File: config.mk
export PLATFORM = sky130hd
export DESIGN_NAME = capture_readout_controller
export DESIGN_NICKNAME = d
export VERILOG_FILES = /design/src/rtl/capture_readout_controller.sv
export SDC_FILE = /design/constraint.sdc
export NUM_CORES = 1
export LEC_CHECK = 0
export BUFFER_PORTS_ARGS = -buffer_cell sky130_fd_sc_hd__buf_4
export CAP_MARGIN = 40
export CORE_UTILIZATION = 30
export DETAILED_ROUTE_END_ITERATION = 8
export PLACE_DENSITY = 0.59
export SKIP_CTS_REPAIR_TIMING = 1
export SYNTH_ARGS = -nofsm -noshare
export SYNTH_HDL_FRONTEND = slang
export SYNTH_SLANG_ARGS = --single-unit
File: constraint.sdc
create_clock -name clk -period 2.1 [get_ports clk]
set_clock_uncertainty 0.1 [all_clocks]
set_input_delay 0.525 -clock clk [delete_from_list [all_inputs] [get_ports clk]]
set_output_delay 0.525 -clock clk [all_outputs]
set_load 0.02 [all_outputs]
File: src/rtl/capture_readout_controller.sv
`default_nettype none
// ============================================================================
// Module      : capture_readout_controller
// Description : Read side of the logic-analyzer capture buffer. When a
//               capture stops it snapshots the writer's waddr/primed state,
//               walks the buffer oldest-to-newest issuing one read per
//               sample, and presents each sample on a valid/ready stream.
//               Handles wrapped (primed) and partially filled buffers.
// Ports       : clk, reset      - clock, synchronous active-high reset
//               start           - capture finished, begin readout (IDLE only)
//               waddr_in        - writer's next write address at stop
//               primed_in       - writer has wrapped at least once
//               raddr, rd_en    - buffer read port (rdata valid next cycle)
//               rdata           - buffer read data
//               out_data/valid/ready/last - sample stream to consumer
//               busy            - readout in progress
//               done            - one-cycle pulse when readout completes
// Revision    : 1.0 - initial release
// ============================================================================
module capture_readout_controller #(
    parameter int ADDR_WIDTH = 10,
    parameter int DATA_WIDTH = 8
) (
    input  logic                  clk,
    input  logic                  reset,
    input  logic                  start,
    input  logic [ADDR_WIDTH-1:0] waddr_in,
    input  logic                  primed_in,
    output logic [ADDR_WIDTH-1:0] raddr,
    output logic                  rd_en,
    input  logic [DATA_WIDTH-1:0] rdata,
    output logic [DATA_WIDTH-1:0] out_data,
    output logic                  out_valid,
    input  logic                  out_ready,
    output logic                  out_last,
    output logic                  busy,
    output logic                  done
);

    typedef enum logic [2:0] {
        IDLE    = 3'd0,
        ISSUE   = 3'd1,
        FETCH   = 3'd2,
        PRESENT = 3'd3,
        FINISH  = 3'd4
    } state_t;

    state_t                state_q;
    logic [ADDR_WIDTH-1:0] raddr_q;
    logic [ADDR_WIDTH:0]   remaining_q;
    logic [DATA_WIDTH-1:0] out_data_q;
    logic                  out_valid_q;
    logic                  out_last_q;

    // Snapshot values taken from the writer on start.
    logic [ADDR_WIDTH-1:0] snap_raddr;
    logic [ADDR_WIDTH:0]   snap_remaining;

    always_comb begin
        snap_raddr     = ADDR_WIDTH'(1);
        snap_remaining = '0;
        if (primed_in) begin
            // Buffer has wrapped: the next write slot holds the oldest sample.
            snap_raddr     = waddr_in;
            snap_remaining = {1'b1, {ADDR_WIDTH{1'b0}}};
        end else begin
            // Writer starts at address 1 after reset, so 1..waddr_in-1 is valid.
            snap_raddr     = ADDR_WIDTH'(1);
            snap_remaining = {1'b0, waddr_in - ADDR_WIDTH'(1)};
        end
    end

    always_ff @(posedge clk) begin
        if (reset) begin
            state_q     <= IDLE;
            raddr_q     <= '0;
            remaining_q <= '0;
            out_data_q  <= '0;
            out_valid_q <= 1'b0;
            out_last_q  <= 1'b0;
        end else begin
            case (state_q)
                IDLE: begin
                    if (start) begin
                        raddr_q     <= snap_raddr;
                        remaining_q <= snap_remaining;
                        // An empty unprimed buffer completes with no reads.
                        state_q     <= (snap_remaining == '0) ? FINISH : ISSUE;
                    end
                end
                ISSUE: begin
                    state_q <= FETCH;
                end
                FETCH: begin
                    out_data_q  <= rdata;
                    out_valid_q <= 1'b1;
                    out_last_q  <= (remaining_q == (ADDR_WIDTH+1)'(1));
                    raddr_q     <= raddr_q + ADDR_WIDTH'(1);
                    remaining_q <= remaining_q - (ADDR_WIDTH+1)'(1);
                    state_q     <= PRESENT;
                end
                PRESENT: begin
                    if (out_ready) begin
                        out_valid_q <= 1'b0;
                        out_last_q  <= 1'b0;
                        state_q     <= out_last_q ? FINISH : ISSUE;
                    end
                end
                FINISH: begin
                    state_q <= IDLE;
                end
                default: begin
                    state_q <= IDLE;
                end
            endcase
        end
    end

    assign raddr     = raddr_q;
    assign rd_en     = (state_q == ISSUE);
    assign done      = (state_q == FINISH);
    assign busy      = (state_q != IDLE);
    assign out_data  = out_data_q;
    assign out_valid = out_valid_q;
    assign out_last  = out_last_q;

endmodule
`default_nettype wire
==> impl_metrics.csv <==
group,metric,value,unit
critical_path,reg2reg_depth,5,
timing,finalMaxSlewViolations,0,
finish,seqCellArea,681,sq um
finish,nFillCells,648,
synth,syn_inst,256,
power_and_ir_drop,power_density,784,nW/um^2
critical_path,r2r-start,"remaining_q[4]",
synth,ys.flop_type,"dfxtp_1",
timing,worstMarginPinSlew,0.488,ns
critical_path,worstReg2RegEnd,"out_last",
clocking,clk_pin_slew_worst_paths,0.08,ns
timing,fin_setup_tns,0,ns
hold_path,min_path_cells,2,
detailed_routing,vias,2055,
clocking,clkLatencyLatePin,0.29,ns
hold_path,whs_endpoint,"state_q[1]",
synth,synth_edf_count,0,
detailed_routing,wl_per_cell,14.0,microns
finish,final_common_cell,"buf_4",
place,io_buffers,45,
timing,grt_setup_unrepaired,"no",
hold_path,worstHoldPathType,"in2reg",
power_and_ir_drop,p_clk_frac,0.376,
synth,syn_area,1940,sq um
global_routing,overflow,0,
timing,setup_viol,0,
power_and_ir_drop,intPower,1.39,mW
critical_path,worst_ep_arrival_time,1.34,ns
floorplanning,core_area,6060,sq um
timing,final.period_utilization,0.934,
finish,layout-drive-gt1-share,0.248,
critical_path,worstSetupPathType,"reg2out",
place,place_congestion,0.841,
status,outcome,"complete, no violations",
power_and_ir_drop,p_sw,598,uW
clocking,cts-root-buf,"clkbuf_8",
finish,synthToLayoutAreaGrowth,31.1,%
timing,timing.final.hold_violations,0,
finish,antenna_cells,0,
timing,min_period,1.96,ns
place,post-place-ws,-0.111,ns
power_and_ir_drop,swShare,0.300,
floorplanning,die_area,6780,sq um
power_and_ir_drop,power_frac_seq,0.375,
synth,ys_seq_area_frac,0.351,
detailed_routing,via_per_inst,5.39,
synth,synth.avg_cell_area,7.57,sq um
power_and_ir_drop,leakage,1.04,nW
floorplanning,start_util,0.320,
clocking,tritoncts,"built",
critical_path,worst-path-max-fanout,7,
critical_path,worstPathRequired,1.47,ns
finish,multi_input_area,1160,sq um
floorplanning,dieHeight,82.4,microns
synth,synthArstFlopShare,0,
critical_path,startpoint_type,"flop",
detailed_routing,drc_errors,0,
global_routing,grt_util_all_layers,0.174,
clocking,cts.sinks,34,
global_routing,grt_max_degree,36,
global_routing,grt_pass1_vias,1798,
critical_path,ff2ff_setup_slack,0.20,ns
finish,mostFrequentLayoutCells,"59 x buf_4, 34 x a21oi_1, 34 x dfxtp_1",
place,dp_hpwl,3860,microns
detailed_routing,drtIter0Drc,102,
timing,slew_headroom,0.675,
hold_path,hp-start,"out_ready",
floorplanning,chipWidth,82.4,microns
detailed_routing,antenna_left,0,
floorplanning,rows,28,
synth,syn_nets,283,
power_and_ir_drop,ir_drop,0.423,mV
synth,ys_ff_latch,34,
critical_path,end_kind,"output pin",
synth,synthDistinctLibCells,48,
timing,fin_ws,0.139,ns
detailed_routing,firstDrtPassIters,4,
global_routing,grt_pass1_wl,8820,microns
clocking,cts-htree-levels,2,
timing,fmax,510,MHz
clocking,cts_buffers,5,
detailed_routing,routed_wl,5320,microns
power_and_ir_drop,pwr-share-comb,0.249,
floorplanning,io_pins,46,
clocking,cts_buffer_depth,2,
finish,nets,332,
job,maxCapViolations,0,
synth,yosys_warnings,0,
global_routing,antenna_found_initial,0,
-- registers in the layout, indices dropped and copies added (netlist names) --
| register | count |
|---|---|
| raddr | 10 |
| out_last | 1 |
| remaining_q | 11 |
| out_valid | 1 |
| out_data | 8 |
| state_q | 3 |
-- Yosys cell counts (2+ instances only) --
cell | number | share of area
nand2b_1 | 3 | 0.0097
mux2_2 | 2 | 0.012
nor4_1 | 3 | 0.0097
o211ai_1 | 3 | 0.012
nor3_1 | 10 | 0.026
dfxtp_1 | 34 | 0.35
a31oi_1 | 10 | 0.032
o21ai_0 | 5 | 0.013
a32o_1 | 2 | 0.010
nor2_1 | 23 | 0.045
clkbuf_1 | 12 | 0.023
buf_2 | 3 | 0.0077
or3_2 | 2 | 0.0077
nand2_1 | 31 | 0.060
a21oi_1 | 34 | 0.088
inv_1 | 6 | 0.012
ha_1 | 4 | 0.026
nand3_1 | 13 | 0.034
a22oi_1 | 3 | 0.012
xor2_1 | 3 | 0.014
o21a_1 | 7 | 0.027
nand4_1 | 3 | 0.0097
a21o_1 | 4 | 0.016
or4_1 | 2 | 0.0077
o311ai_0 | 2 | 0.0090
xnor2_1 | 2 | 0.0090
or3_1 | 3 | 0.0097
and3_1 | 4 | 0.013
and2_1 | 3 | 0.0097
nor3b_1 | 2 | 0.0077
-- how the worst max path moves through the flow --
stage / startpoint / depth (start not counted) / endpoint
final: state_q[0] / 4 / busy
after global routing: state_q[0] / 4 / busy
after CTS: state_q[0] / 4 / busy
after detailed placement: waddr_in[0] / 8 / remaining_q[8]
after global placement: waddr_in[0] / 8 / remaining_q[8]
after floorplan: waddr_in[0] / 7 / remaining_q[8]
-- per-layer routing --
metal  vias up  wire, microns  GRT usage
li1       1026              -          -
met1       968           2480      0.229
met2        59           2450      0.283
met3         2            345     0.0297
met4         0             42     0.0614
met5         -              0          0
-- logic make-up after synthesis --
| family | synth area share |
|---|---|
| AOI/OAI and AO/OA | 0.240 |
| xor gates and xnor gates | 0.0226 |
| adders and majority gates | 0.0258 |
| buffers and inverters | 0.0484 |
| DFF | 0.351 |
| muxes | 0.0168 |
| and+or+nand+nor | 0.295 |
-- critical path: stages (launching register included) --
cell     delay (ns)
dfxtp_1        0.33
buf_4          0.16
nor3_1         0.32
inv_1          0.08
buf_4          0.16
-- metrics by stage --
step	hold slack, ns	power (mW)	cell area [sq um]	std cells	utilization
finish	0.352	1.99	2540	381	0.419
global route	0.351	2.09	2540	381	0.419
CTS	0.348	2.00	2540	381	0.419
detailed placement	0.351	1.26	2400	373	0.396
global placement	0.343	1.25	2400	373	0.396
floorplan	0.411	1.07	1940	256	-
-- area by class of cell --
| cell class | count | share of cell area |
|---|---|---|
| Multi-Input combinational cell | 199 | 0.458 |
| Clock buffer | 5 | 0.0271 |
| Tap cell | 75 | 0.0369 |
| Inverter | 6 | 0.00887 |
| Timing Repair Buffer | 59 | 0.174 |
| Clock inverter | 3 | 0.0271 |
| Sequential cell | 34 | 0.268 |
-- power by group through the flow --
stage | sequential (mW) | combinational, mW | clock, mW
floorplan | 0.779 | 0.293 | 0
detailed placement | 0.762 | 0.496 | 0
global placement | 0.761 | 0.493 | 0
global route | 0.757 | 0.553 | 0.784
finish | 0.747 | 0.495 | 0.750
CTS | 0.747 | 0.498 | 0.755
No activity file was read; power rests on OpenSTA's default activity.
